===== config.mk =====
export PLATFORM = sky130hd
export DESIGN_NAME = uart_rx_flat
export DESIGN_NICKNAME = d
export VERILOG_FILES = /design/src/rtl/uart_rx_if.sv /design/src/rtl/uart_rx.sv /design/src/flat_wrapper.sv
export SDC_FILE = /design/constraint.sdc
export NUM_CORES = 1
export LEC_CHECK = 0
export CELL_PAD_IN_SITES_DETAIL_PLACEMENT = 2
export CELL_PAD_IN_SITES_GLOBAL_PLACEMENT = 2
export CORE_ASPECT_RATIO = 0.75
export CORE_MARGIN = 2
export CORE_UTILIZATION = 38
export CTS_CLUSTER_DIAMETER = 120
export DETAILED_ROUTE_END_ITERATION = 8
export PLACE_DENSITY_LB_ADDON = 0.1
export SYNTH_ARGS = -nofsm -noshare
export SYNTH_HDL_FRONTEND = slang
export SYNTH_SLANG_ARGS = --single-unit

===== constraint.sdc =====
create_clock -name iClk -period 2.6 [get_ports iClk]
set_input_delay 0.39 -clock iClk [delete_from_list [all_inputs] [get_ports iClk]]
set_output_delay 0.39 -clock iClk [all_outputs]
set_load 0.02 [all_outputs]

===== src/rtl/uart_rx_if.sv =====
// ---------------------------------------------------------------------------
// uart_rx_if -- signal bundle between the board RX pin, the UART receiver and
// the byte-level consumer.
//
// Signals:
//   iRxSerial  serial line, asynchronous, idle high
//   oRxByte    last correctly received byte, held until the next good frame
//   oRxDone    one-cycle strobe: oRxByte was updated this cycle
//   oRxBusy    high while a frame is being received
//   oFrameErr  one-cycle strobe: stop bit was sampled low
//   dbg_state  receiver FSM state (0 IDLE, 1 START, 2 DATA, 3 STOP)
//
// Handshake: oRxDone is a valid-only strobe. There is no ready and no
// backpressure; the consumer must take oRxByte in the cycle oRxDone is high
// or later, until the next oRxDone replaces it.
//
// Modports:
//   master  the receiver (drives the byte-side outputs)
//   slave   the pin driver / consumer side
// ---------------------------------------------------------------------------
interface uart_rx_if;
  logic       iRxSerial;
  logic [7:0] oRxByte;
  logic       oRxDone;
  logic       oRxBusy;
  logic       oFrameErr;
  logic [1:0] dbg_state;

  modport master (
    input  iRxSerial,
    output oRxByte, oRxDone, oRxBusy, oFrameErr, dbg_state
  );

  modport slave (
    output iRxSerial,
    input  oRxByte, oRxDone, oRxBusy, oFrameErr, dbg_state
  );
endinterface


===== src/rtl/uart_rx.sv =====
// ---------------------------------------------------------------------------
// uart_rx -- 8N1 UART receiver (start bit, 8 data bits LSB first, 1 stop bit,
// idle high). Synchronises the serial line, qualifies the start bit at its
// middle, samples each data bit and the stop bit at mid-bit, and presents
// each good byte with a one-cycle done strobe. A low stop bit produces a
// one-cycle frame-error strobe instead and leaves the held byte untouched.
//
// Parameters:
//   CLK_FREQ   system clock frequency in Hz
//   BAUD_RATE  serial bit rate in bits/s
//   (CLKS_PER_BIT = CLK_FREQ/BAUD_RATE, must be >= 4)
//
// Ports:
//   iClk   system clock, rising edge
//   iRstN  asynchronous active-low reset
//   rx_if  uart_rx_if.master: iRxSerial in; oRxByte, oRxDone, oRxBusy,
//          oFrameErr, dbg_state out
//
// Optional build macro: UART_RX_MAJORITY_EN
//   Defined: every start/data/stop decision is the 2-of-3 majority of the
//   synchronised line over the three cycles ending at the sample point, so a
//   single-cycle glitch at the sample point is rejected. Latency unchanged.
//   Undefined: single sample at the sample point.
// ---------------------------------------------------------------------------
module uart_rx #(
  parameter int CLK_FREQ  = 100000000,
  parameter int BAUD_RATE = 115200
) (
  input  logic     iClk,
  input  logic     iRstN,
  uart_rx_if.master rx_if
);

  localparam int CLKS_PER_BIT = CLK_FREQ / BAUD_RATE;
  localparam int CNT_W        = (CLKS_PER_BIT > 2) ? $clog2(CLKS_PER_BIT) : 1;

  localparam logic [CNT_W-1:0] CNT_LAST = CNT_W'(CLKS_PER_BIT - 1);
  localparam logic [CNT_W-1:0] CNT_MID  = CNT_W'(CLKS_PER_BIT / 2 - 1);
  localparam logic [CNT_W-1:0] CNT_ZERO = '0;
  localparam logic [CNT_W-1:0] CNT_ONE  = CNT_W'(1);

  typedef enum logic [1:0] {
    S_IDLE  = 2'd0,
    S_START = 2'd1,
    S_DATA  = 2'd2,
    S_STOP  = 2'd3
  } state_t;

  // Registers
  logic             r_sync1;
  logic             r_sync2;    // rxSync: the only view of the line the FSM uses
  state_t           r_state;
  logic [CNT_W-1:0] r_cnt;
  logic [2:0]       r_bit_idx;
  logic [7:0]       r_shift;
  logic [7:0]       r_byte;
  logic             r_done;
  logic             r_err;

  // Next-state wires
  state_t           w_state_nxt;
  logic [CNT_W-1:0] w_cnt_nxt;
  logic [2:0]       w_bit_idx_nxt;
  logic [7:0]       w_shift_nxt;
  logic [7:0]       w_byte_nxt;
  logic             w_done_nxt;
  logic             w_err_nxt;
  logic             w_sample;

  // Two-flop synchroniser; resets to the idle (high) line level so that
  // leaving reset never looks like a start bit.
  always_ff @(posedge iClk or negedge iRstN) begin
    if (!iRstN) begin
      r_sync1 <= 1'b1;
      r_sync2 <= 1'b1;
    end else begin
      r_sync1 <= rx_if.iRxSerial;
      r_sync2 <= r_sync1;
    end
  end

`ifdef UART_RX_MAJORITY_EN
  // History of rxSync for the two cycles before the current one. At the
  // sample point these hold the values seen at counts LAST-2 and LAST-1
  // (MID-2 and MID-1 for the start check).
  logic [1:0] r_hist;

  always_ff @(posedge iClk or negedge iRstN) begin
    if (!iRstN) begin
      r_hist <= 2'b11;
    end else begin
      r_hist <= {r_hist[0], r_sync2};
    end
  end

  assign w_sample = (r_hist[1] & r_hist[0]) |
                    (r_hist[1] & r_sync2)   |
                    (r_hist[0] & r_sync2);
`else
  assign w_sample = r_sync2;
`endif

  // FSM state and datapath registers
  always_ff @(posedge iClk or negedge iRstN) begin
    if (!iRstN) begin
      r_state   <= S_IDLE;
      r_cnt     <= CNT_ZERO;
      r_bit_idx <= 3'd0;
      r_shift   <= 8'h00;
      r_byte    <= 8'h00;
      r_done    <= 1'b0;
      r_err     <= 1'b0;
    end else begin
      r_state   <= w_state_nxt;
      r_cnt     <= w_cnt_nxt;
      r_bit_idx <= w_bit_idx_nxt;
      r_shift   <= w_shift_nxt;
      r_byte    <= w_byte_nxt;
      r_done    <= w_done_nxt;
      r_err     <= w_err_nxt;
    end
  end

  // Next-state and output logic
  always_comb begin
    w_state_nxt   = r_state;
    w_cnt_nxt     = r_cnt;
    w_bit_idx_nxt = r_bit_idx;
    w_shift_nxt   = r_shift;
    w_byte_nxt    = r_byte;
    w_done_nxt    = 1'b0;
    w_err_nxt     = 1'b0;

    case (r_state)
      S_IDLE: begin
        if (!r_sync2) begin
          w_state_nxt = S_START;
          w_cnt_nxt   = CNT_ZERO;
        end
      end

      S_START: begin
        if (r_cnt == CNT_MID) begin
          w_cnt_nxt = CNT_ZERO;
          if (!w_sample) begin
            w_state_nxt   = S_DATA;
            w_bit_idx_nxt = 3'd0;
          end else begin
            // Line went back high before mid-start: a glitch, not a frame.
            w_state_nxt = S_IDLE;
          end
        end else begin
          w_cnt_nxt = r_cnt + CNT_ONE;
        end
      end

      S_DATA: begin
        if (r_cnt == CNT_LAST) begin
          // LSB arrives first, so shifting right leaves it in bit 0 at the end.
          w_shift_nxt = {w_sample, r_shift[7:1]};
          w_cnt_nxt   = CNT_ZERO;
          if (r_bit_idx == 3'd7) begin
            w_state_nxt = S_STOP;
          end else begin
            w_bit_idx_nxt = r_bit_idx + 3'd1;
          end
        end else begin
          w_cnt_nxt = r_cnt + CNT_ONE;
        end
      end

      S_STOP: begin
        if (r_cnt == CNT_LAST) begin
          // Return to IDLE at mid-stop-bit so a back-to-back start edge is
          // seen in time.
          w_state_nxt = S_IDLE;
          w_cnt_nxt   = CNT_ZERO;
          if (w_sample) begin
            w_byte_nxt = r_shift;
            w_done_nxt = 1'b1;
          end else begin
            w_err_nxt = 1'b1;
          end
        end else begin
          w_cnt_nxt = r_cnt + CNT_ONE;
        end
      end

      default: begin
        w_state_nxt = S_IDLE;
        w_cnt_nxt   = CNT_ZERO;
      end
    endcase
  end

  assign rx_if.oRxByte   = r_byte;
  assign rx_if.oRxDone   = r_done;
  assign rx_if.oFrameErr = r_err;
  assign rx_if.oRxBusy   = (r_state != S_IDLE);
  assign rx_if.dbg_state = r_state;

endmodule


===== src/flat_wrapper.sv =====
// flat-port wrapper written by rule: the top's interface ports become plain ports
module uart_rx_flat 
#(
  parameter int CLK_FREQ  = 100000000,
  parameter int BAUD_RATE = 115200
)
  (iClk, iRstN, rx_if_iRxSerial, rx_if_oRxByte, rx_if_oRxDone, rx_if_oRxBusy, rx_if_oFrameErr, rx_if_dbg_state);
  uart_rx_if rx_if_i ();
  input  logic iClk;
  input  logic iRstN;
  input wire logic [$bits(rx_if_i.iRxSerial)-1:0] rx_if_iRxSerial;
  output wire logic [$bits(rx_if_i.oRxByte)-1:0] rx_if_oRxByte;
  output wire logic [$bits(rx_if_i.oRxDone)-1:0] rx_if_oRxDone;
  output wire logic [$bits(rx_if_i.oRxBusy)-1:0] rx_if_oRxBusy;
  output wire logic [$bits(rx_if_i.oFrameErr)-1:0] rx_if_oFrameErr;
  output wire logic [$bits(rx_if_i.dbg_state)-1:0] rx_if_dbg_state;
  assign rx_if_i.iRxSerial = rx_if_iRxSerial;
  assign rx_if_oRxByte = rx_if_i.oRxByte;
  assign rx_if_oRxDone = rx_if_i.oRxDone;
  assign rx_if_oRxBusy = rx_if_i.oRxBusy;
  assign rx_if_oFrameErr = rx_if_i.oFrameErr;
  assign rx_if_dbg_state = rx_if_i.dbg_state;
  uart_rx #(.CLK_FREQ(CLK_FREQ), .BAUD_RATE(BAUD_RATE)) u_core (.iClk(iClk), .iRstN(iRstN), .rx_if(rx_if_i));
endmodule

==> flow_summary.html, run 1 <==
<table>
<tr><th>Metric</th><th>Value</th></tr>
<tr><th colspan="2">STA</th></tr>
<tr><td>Upper clock frequency limit</td><td>0.442 GHz</td></tr>
<tr><td>Final worst-path setup slack</td><td>0.335 ns</td></tr>
<tr><td>Min Tclk post-route</td><td>2.26 ns</td></tr>
<tr><td>Hold Violations, Final</td><td>0</td></tr>
<tr><td>Setup repair after global routing missed its margin</td><td>no</td></tr>
<tr><td>Worst Skew</td><td>0.00971 ns</td></tr>
<tr><td>Worst-margin pin slew</td><td>0.498 ns</td></tr>
<tr><td>Final setup TNS</td><td>0 ns</td></tr>
<tr><td>Worst slew margin relative to its limit</td><td>66.8%</td></tr>
<tr><td>Finish-stage setup viols</td><td>0</td></tr>
<tr><td>Final clock period utilization by the worst path</td><td>87.1%</td></tr>
<tr><td>Max-slew violation total from the final report</td><td>0</td></tr>
<tr><th colspan="2">Die</th></tr>
<tr><td>Effective utilization at floorplan</td><td>39.0%</td></tr>
<tr><td>Number of rows in the core area</td><td>21</td></tr>
<tr><td>Die Area</td><td>5060 sq um</td></tr>
<tr><td>Core footprint</td><td>4390 sq um</td></tr>
<tr><td>X dimension of the die</td><td>81.5 um</td></tr>
<tr><td>DIE HEIGHT</td><td>62.1 um</td></tr>
<tr><td>IO Pins</td><td>16</td></tr>
<tr><th colspan="2">Clocking</th></tr>
<tr><td>Reg clk slew, reported paths</td><td>0.07 ns</td></tr>
<tr><td>Setup bufs post-CTS</td><td>0</td></tr>
<tr><td>TritonCTS Buffers</td><td>5</td></tr>
<tr><td>Post-CTS resize count</td><td>0</td></tr>
<tr><td>Quantity of hold-fixing buffers added after cts</td><td>0</td></tr>
<tr><td>Largest buffer count on any clock path</td><td>2</td></tr>
<tr><td>Clock root cell</td><td>clkbuf_8</td></tr>
<tr><td>Total clock sinks</td><td>35</td></tr>
<tr><td>Clk Latency, worst-skew pair</td><td>0.29 ns</td></tr>
<tr><td>Clock tree from TritonCTS</td><td>built</td></tr>
<tr><td>CTS H-Tree Depth</td><td>2</td></tr>
<tr><th colspan="2">Critical path</th></tr>
<tr><td>Register-to-register setup slack</td><td>0.34 ns</td></tr>
<tr><td>Worst setup SP type</td><td>flip-flop</td></tr>
<tr><td>CP max FO</td><td>9</td></tr>
<tr><td>Maximum single-stage delay on the critical path</td><td>0.45 ns</td></tr>
<tr><td>Type of the worst setup path</td><td>reg2reg</td></tr>
<tr><td>Crit path DAT</td><td>2.44 ns</td></tr>
<tr><td>Required time at the endpoint of the critical path</td><td>2.77 ns</td></tr>
<tr><td>Library cell contributing the largest single delay on the critical path</td><td>nor3_4</td></tr>
<tr><td>Cell-by-cell listing of the critical path</td><td>ha_1, nand3b_1, or3_4, nor3_4, mux2_2</td></tr>
<tr><td>CP Capture Type</td><td>flip-flop</td></tr>
<tr><th colspan="2">Global route</th></tr>
<tr><td>Largest net degree at the start of global routing</td><td>36</td></tr>
<tr><td>Aggregate global routing overflow</td><td>0</td></tr>
<tr><td>Wire length of the first global-routing pass</td><td>6.91 mm</td></tr>
<tr><td>Number of antenna violations at the first check in global routing</td><td>0</td></tr>
<tr><td>GRT Util Overall</td><td>18.2%</td></tr>
<tr><td>Via count of the first global-routing pass</td><td>1318</td></tr>
<tr><th colspan="2">Power</th></tr>
<tr><td>Final total power</td><td>1.08 mW</td></tr>
<tr><td>Internal</td><td>862 uW</td></tr>
<tr><td>Areal power density over the cells</td><td>531 nW/um^2</td></tr>
<tr><td>Switching Share</td><td>20.5%</td></tr>
<tr><td>Part of the total power dissipated in combinational logic</td><td>1.6%</td></tr>
<tr><td>Sequential power share</td><td>50.6%</td></tr>
<tr><td>Peak supply drop</td><td>0.000231 V</td></tr>
<tr><td>Net Switching</td><td>223 uW</td></tr>
<tr><td>Leak pwr</td><td>0.934 nW</td></tr>
<tr><td>Proportion of power drawn by the clock network</td><td>47.9%</td></tr>
<tr><th colspan="2">Yosys</th></tr>
<tr><td>Post-Synthesis Cells</td><td>143</td></tr>
<tr><td>Most used flip-flop cell after synthesis</td><td>dfrtp_1</td></tr>
<tr><td>Count of flip-flops with a built-in enable after synthesis</td><td>0</td></tr>
<tr><td>Summed instance area of the synthesized netlist</td><td>1710 sq um</td></tr>
<tr><td>Post-synthesis async set-or-reset flop share</td><td>100%</td></tr>
<tr><td>Unique masters post-synth</td><td>40</td></tr>
<tr><td>Total nets after synthesis</td><td>150</td></tr>
<tr><td>Warnings from Yosys</td><td>0</td></tr>
<tr><td>Sequential cell area fraction in the yosys report</td><td>51.3%</td></tr>
<tr><td>Post-synthesis register bit count</td><td>35</td></tr>
<tr><td>Average size of a mapped cell</td><td>12.0 sq um</td></tr>
<tr><th colspan="2">Cells and area</th></tr>
<tr><td>Layout area overhead</td><td>19.3%</td></tr>
<tr><td>Fraction of final layout cells sized beyond drive strength 1</td><td>27.9%</td></tr>
<tr><td>Antenna cell count</td><td>0</td></tr>
<tr><td>Final #Nets</td><td>171</td></tr>
<tr><th colspan="2">Status</th></tr>
<tr><td>Status</td><td>completed</td></tr>
<tr><th colspan="2">Detailed routing</th></tr>
<tr><td>First-pass detailed-route iteration total</td><td>4</td></tr>
<tr><td>Post-detailed-route count of antenna-violating nets</td><td>0</td></tr>
<tr><td>Drt first-iter violations</td><td>55</td></tr>
<tr><td>Number of vias after detailed routing</td><td>1213</td></tr>
<tr><td>Total detailed-routing wirelength</td><td>4.04 mm</td></tr>
<tr><td>Average routed wire per standard cell</td><td>18.2 um</td></tr>
<tr><td>DRC violation count after routing</td><td>0</td></tr>
<tr><td>Via/cell ratio</td><td>5.46</td></tr>
<tr><th colspan="2">Placement</th></tr>
<tr><td>Worst slack, placed</td><td>0.333 ns</td></tr>
<tr><td>Number of buffer cells added on primary ports</td><td>15</td></tr>
<tr><td>Routability congestion estimate</td><td>0.766</td></tr>
<tr><td>HPWL after detailed placement</td><td>2.74 mm</td></tr>
<tr><th colspan="2">Job</th></tr>
<tr><td>Total of max-cap violations</td><td>0</td></tr>
<tr><th colspan="2">Min path</th></tr>
<tr><td>Worst min-delay path category</td><td>reg2reg</td></tr>
</table>
-- metal layers --
metal / track usage [%] / part of all wire, % / up-vias
li1: - / - / 561
met1: 27.0 / 53 / 630
met2: 25.8 / 43 / 15
met3: 5.23 / 2.7 / 7
met4: 5.08 / 1.3 / 0
met5: 0 / 0 / -
-- layout make-up --
type	count	area, sq um
Clock buffer	6	82.6
Tap cell	57	71.3
Sequential cell	35	878
Fill cell	439	2350
Multi-Input combinational cell	98	776
Inverter	5	18.8
Timing Repair Buffer	19	180
Clock inverter	2	35.0
-- per-stage QoR --
stage / utilization, % / hold slack (ns) / cells / instance area (sq um)
final: 46.5 / 0.363 / 222 / 2040
after global routing: 46.5 / 0.368 / 222 / 2040
after CTS: 46.5 / 0.366 / 222 / 2040
after detailed placement: 43.9 / 0.350 / 214 / 1920
after global placement: 43.9 / 0.350 / 214 / 1920
after floorplan: - / 0.0944 / 143 / 1710
-- final timing paths --
check                      depth (start not counted)                   startpoint                             endpoint
max                                                5  u_core.r_cnt[0]$_DFFE_PN0P_  u_core.rx_if.oRxByte[0]$_DFFE_PN0P_
min                                                0     u_core.r_sync1$_DFF_PN1_             u_core.r_sync2$_DFF_PN1_
max reg2reg                                        5  u_core.r_cnt[0]$_DFFE_PN0P_  u_core.rx_if.oRxByte[0]$_DFFE_PN0P_
min reg2reg                                        0     u_core.r_sync1$_DFF_PN1_             u_core.r_sync2$_DFF_PN1_
max in group asynchronous                          2                        iRstN             u_core.r_sync2$_DFF_PN1_
min in group asynchronous                          2                        iRstN                            async pin
-- worst max-delay path: cells and delay by family (launching register included) --
| family | cells | cell delay, ns |
|---|---|---|
| and+or+nand+nor | 3 | 1.10 |
| DFF | 1 | 0.42 |
| muxes | 1 | 0.39 |
| adders and majority gates | 1 | 0.25 |
-- synthesized netlist by cell type, drive strengths merged, types with 2 or more instances --
| master | instances | area [sq um] |
|---|---|---|
| dfrtp | 33 | 826 |
| mux2 | 20 | 225 |
| nand2 | 17 | 63.8 |
| inv | 5 | 18.8 |
| a211o | 4 | 36.3 |
| ha | 4 | 50.1 |
| nand3 | 4 | 20.0 |
| nor2 | 4 | 15.0 |
| o211ai | 4 | 30.0 |
| o21ai | 4 | 20.0 |
| or2 | 4 | 27.5 |
| a221o | 3 | 30.0 |
| buf | 3 | 30.0 |
| nand2b | 3 | 18.8 |
| nor3 | 3 | 26.3 |
| nor4 | 3 | 33.8 |
| a2111oi | 2 | 17.5 |
| a21oi | 2 | 10.0 |
| and3 | 2 | 12.5 |
| clkbuf | 2 | 8.75 |
| dfstp | 2 | 52.6 |
| nand4 | 2 | 12.5 |
| o21a | 2 | 15.0 |
-- power groups by stage --
| stage | Clock [mW] | Combinational, mW | Sequential (mW) |
|---|---|---|---|
| 4_1_cts | 0.532 | 0.0179 | 0.548 |
| 5_1_grt | 0.551 | 0.0195 | 0.548 |
| 6_report | 0.519 | 0.0168 | 0.548 |
| 3_5_place_dp | 0 | 0.0178 | 0.559 |
| 2_1_floorplan | 0 | 0.00204 | 0.558 |
| 3_3_place_gp | 0 | 0.0171 | 0.559 |
-- cells in the final DEF (no fill, tap or decap), types with 3 or more instances in the layout --
cell type and count:
dfrtp_1 33, mux2_2 20, nand2_1 17, clkdlybuf4s50_1 15, clkbuf_8 6, inv_1 5
nor2_1 4, nand3_1 4, o211ai_1 4, o21ai_0 4, ha_1 4, buf_4 4
or2_2 3, nand2b_1 3, a221o_1 3, a211o_1 3
-- state kept, by name (all words and copies together), names as in the netlist, named ones only --
signal                  cells
u_core.r_bit_idx            3
u_core.r_cnt               10
u_core.r_shift              8
u_core.r_sync1              1
u_core.r_sync2              1
u_core.rx_if.dbg_state      1
u_core.rx_if.oFrameErr      1
u_core.rx_if.oRxByte        8
u_core.rx_if.oRxDone        1
-- cells by family after synthesis --
| family | synth area share (%) |
|---|---|
| adder cells (fa/ha/maj) | 2.92 |
| flip-flops | 51.3 |
| XOR/XNOR | 0.512 |
| buffers and inverters | 3.36 |
| multiplexers | 13.2 |
| AND/OR/NAND/NOR | 17.2 |
| AO/OA/AOI/OAI | 11.6 |
Note: power is estimated with default switching activity, not from simulation.
==> inputs of run 2 (changes only) <==
- SKIP_LAST_GASP: default -> 1
==> results of run 2 <==
No change in the layout: final DEF, timing and power equal those of run 1.
==> inputs of run 3 (changes only) <==
- CELL_PAD_IN_SITES_DETAIL_PLACEMENT: 2 -> 0
- CELL_PAD_IN_SITES_GLOBAL_PLACEMENT: 2 -> 1
- CORE_UTILIZATION: 38 -> 45
==> flow_summary.html, run 3 (same netlist as run 1, synthesis figures left out) <==
<table>
<tr><th>Metric</th><th>Value</th></tr>
<tr><th colspan="2">Clocking</th></tr>
<tr><td>Total clock sinks</td><td>35</td></tr>
<tr><td>CTS H-Tree Depth</td><td>2</td></tr>
<tr><td>Quantity of hold-fixing buffers added after cts</td><td>0</td></tr>
<tr><td>Clk Latency, worst-skew pair</td><td>0.28 ns</td></tr>
<tr><td>Largest buffer count on any clock path</td><td>2</td></tr>
<tr><td>Post-CTS resize count</td><td>0</td></tr>
<tr><td>Setup bufs post-CTS</td><td>0</td></tr>
<tr><td>TritonCTS Buffers</td><td>5</td></tr>
<tr><td>Clock root cell</td><td>clkbuf_8</td></tr>
<tr><td>Clock tree from TritonCTS</td><td>built</td></tr>
<tr><td>Reg clk slew, reported paths</td><td>0.07 ns</td></tr>
<tr><th colspan="2">Die</th></tr>
<tr><td>Die Area</td><td>4320 sq um</td></tr>
<tr><td>Effective utilization at floorplan</td><td>46.8%</td></tr>
<tr><td>DIE HEIGHT</td><td>57.4 um</td></tr>
<tr><td>IO Pins</td><td>16</td></tr>
<tr><td>Core footprint</td><td>3660 sq um</td></tr>
<tr><td>Number of rows in the core area</td><td>19</td></tr>
<tr><td>X dimension of the die</td><td>75.2 um</td></tr>
<tr><th colspan="2">Detailed routing</th></tr>
<tr><td>Drt first-iter violations</td><td>111</td></tr>
<tr><td>Post-detailed-route count of antenna-violating nets</td><td>0</td></tr>
<tr><td>Total detailed-routing wirelength</td><td>3.28 mm</td></tr>
<tr><td>Via/cell ratio</td><td>5.50</td></tr>
<tr><td>Average routed wire per standard cell</td><td>15.1 um</td></tr>
<tr><td>DRC violation count after routing</td><td>0</td></tr>
<tr><td>Number of vias after detailed routing</td><td>1193</td></tr>
<tr><td>First-pass detailed-route iteration total</td><td>4</td></tr>
<tr><th colspan="2">STA</th></tr>
<tr><td>Hold Violations, Final</td><td>0</td></tr>
<tr><td>Final worst-path setup slack</td><td>0.387 ns</td></tr>
<tr><td>Worst slew margin relative to its limit</td><td>52.1%</td></tr>
<tr><td>Final clock period utilization by the worst path</td><td>85.1%</td></tr>
<tr><td>Worst Skew</td><td>0.00419 ns</td></tr>
<tr><td>Max-slew violation total from the final report</td><td>0</td></tr>
<tr><td>Finish-stage setup viols</td><td>0</td></tr>
<tr><td>Setup repair after global routing missed its margin</td><td>no</td></tr>
<tr><td>Final setup TNS</td><td>0 ns</td></tr>
<tr><td>Min Tclk post-route</td><td>2.21 ns</td></tr>
<tr><td>Upper clock frequency limit</td><td>0.452 GHz</td></tr>
<tr><td>Worst-margin pin slew</td><td>0.716 ns</td></tr>
<tr><th colspan="2">Critical path</th></tr>
<tr><td>Library cell contributing the largest single delay on the critical path</td><td>nor3_4</td></tr>
<tr><td>Required time at the endpoint of the critical path</td><td>2.77 ns</td></tr>
<tr><td>Maximum single-stage delay on the critical path</td><td>0.43 ns</td></tr>
<tr><td>Cell-by-cell listing of the critical path</td><td>ha_1, nand3b_1, or3_4, nor3_4, mux2_2</td></tr>
<tr><td>Worst setup SP type</td><td>flip-flop</td></tr>
<tr><td>Crit path DAT</td><td>2.38 ns</td></tr>
<tr><td>CP max FO</td><td>9</td></tr>
<tr><td>Type of the worst setup path</td><td>reg2reg</td></tr>
<tr><td>CP Capture Type</td><td>flip-flop</td></tr>
<tr><th colspan="2">Placement</th></tr>
<tr><td>Routability congestion estimate</td><td>0.843</td></tr>
<tr><td>Worst slack, placed</td><td>0.371 ns</td></tr>
<tr><td>HPWL after detailed placement</td><td>2.36 mm</td></tr>
<tr><td>Number of buffer cells added on primary ports</td><td>15</td></tr>
<tr><th colspan="2">Power</th></tr>
<tr><td>Leak pwr</td><td>0.930 nW</td></tr>
<tr><td>Areal power density over the cells</td><td>516 nW/um^2</td></tr>
<tr><td>Final total power</td><td>1.05 mW</td></tr>
<tr><td>Peak supply drop</td><td>0.000361 V</td></tr>
<tr><th colspan="2">Cells and area</th></tr>
<tr><td>Post-Route Utilization</td><td>55.5%</td></tr>
<tr><td>Commonest cells after routing, fill and taps aside</td><td>33 x dfrtp_1, 20 x mux2_2, 17 x nand2_1</td></tr>
<tr><td>Final #Nets</td><td>171</td></tr>
<tr><td>Area of combinational cells with multiple inputs</td><td>776 sq um</td></tr>
<tr><td>Flip-flop count of the largest register after layout</td><td>10</td></tr>
<tr><td>Leading cell type in the layout, fill and taps excluded</td><td>dfrtp_1</td></tr>
<tr><td>Antenna cell count</td><td>0</td></tr>
<tr><td>Fill cell count</td><td>324</td></tr>
<tr><td>Storage cell area</td><td>878 sq um</td></tr>
<tr><td>Layout area overhead</td><td>18.6%</td></tr>
<tr><td>Fraction of final layout cells sized beyond drive strength 1</td><td>27.9%</td></tr>
<tr><td>Largest Register</td><td>u_core.r_cnt</td></tr>
<tr><th colspan="2">Global route</th></tr>
<tr><td>Wire length of the first global-routing pass</td><td>5.55 mm</td></tr>
<tr><td>Number of antenna violations at the first check in global routing</td><td>0</td></tr>
<tr><td>Largest net degree at the start of global routing</td><td>36</td></tr>
<tr><td>GRT Util Overall</td><td>17.4%</td></tr>
<tr><td>Aggregate global routing overflow</td><td>0</td></tr>
<tr><td>Via count of the first global-routing pass</td><td>1128</td></tr>
<tr><th colspan="2">Min path</th></tr>
<tr><td>Worst min-delay path category</td><td>reg2reg</td></tr>
<tr><th colspan="2">Status</th></tr>
<tr><td>Status</td><td>completed</td></tr>
<tr><th colspan="2">Job</th></tr>
<tr><td>Total of max-cap violations</td><td>0</td></tr>
</table>
run 3: cell types whose count changed in the layout (fill, tap and decap cells not counted), sizes merged:
cell,delta
clkinv,+1
clkbuf,-1
run 3: path summary, 6_finish.rpt:
path	from	to	slack (ns)	cells after the start
min in group asynchronous	iRstN	u_core.r_cnt[5]$_DFFE_PN0P_	0.51	2
hold / removal	u_core.r_sync1$_DFF_PN1_	u_core.r_sync2$_DFF_PN1_	0.36	0
max in group asynchronous	iRstN	u_core.r_sync2$_DFF_PN1_	1.76	2
hold reg to reg	u_core.r_sync1$_DFF_PN1_	u_core.r_sync2$_DFF_PN1_	0.36	0
setup / recovery	u_core.r_cnt[0]$_DFFE_PN0P_	u_core.rx_if.oRxByte[1]$_DFFE_PN0P_	0.39	5
setup reg to reg	u_core.r_cnt[0]$_DFFE_PN0P_	u_core.rx_if.oRxByte[1]$_DFFE_PN0P_	0.39	5
run 3: routing by layer:
| metal | track usage, % | part of all wire (%) |
|---|---|---|
| met4 | 6.77 | 1.0 |
| met2 | 23.4 | 44 |
| met1 | 26.4 | 48 |
| met3 | 4.95 | 7.0 |
| met5 | 0 | 0 |
run 3: critical path, delay by kind of cell (launching register included):
family | cells | cell delay (ns)
fa+ha+maj | 1 | 0.24
flops | 1 | 0.42
simple gates | 3 | 1.05
mux | 1 | 0.39
run 3: where the power goes:
group	switching, mW	internal [mW]
clock network	0.197	0.285
registers	0.00139	0.547
logic	0.0118	0.00427
run 3: stage by stage:
stage	cells	area, sq um	hold slack (ns)
after detailed placement	209	1920	0.352
after global routing	217	2030	0.364
after CTS	217	2030	0.362
final	217	2030	0.363
after global placement	209	1920	0.351
after floorplan	143	1710	0.0944
run 3: layout make-up:
cell class	count	area share, %
Sequential cell	35	43.3
Multi-Input combinational cell	98	38.2
Timing Repair Buffer	19	8.87
Clock buffer	5	3.39
Tap cell	52	3.20
Clock inverter	3	2.16
Inverter	5	0.924
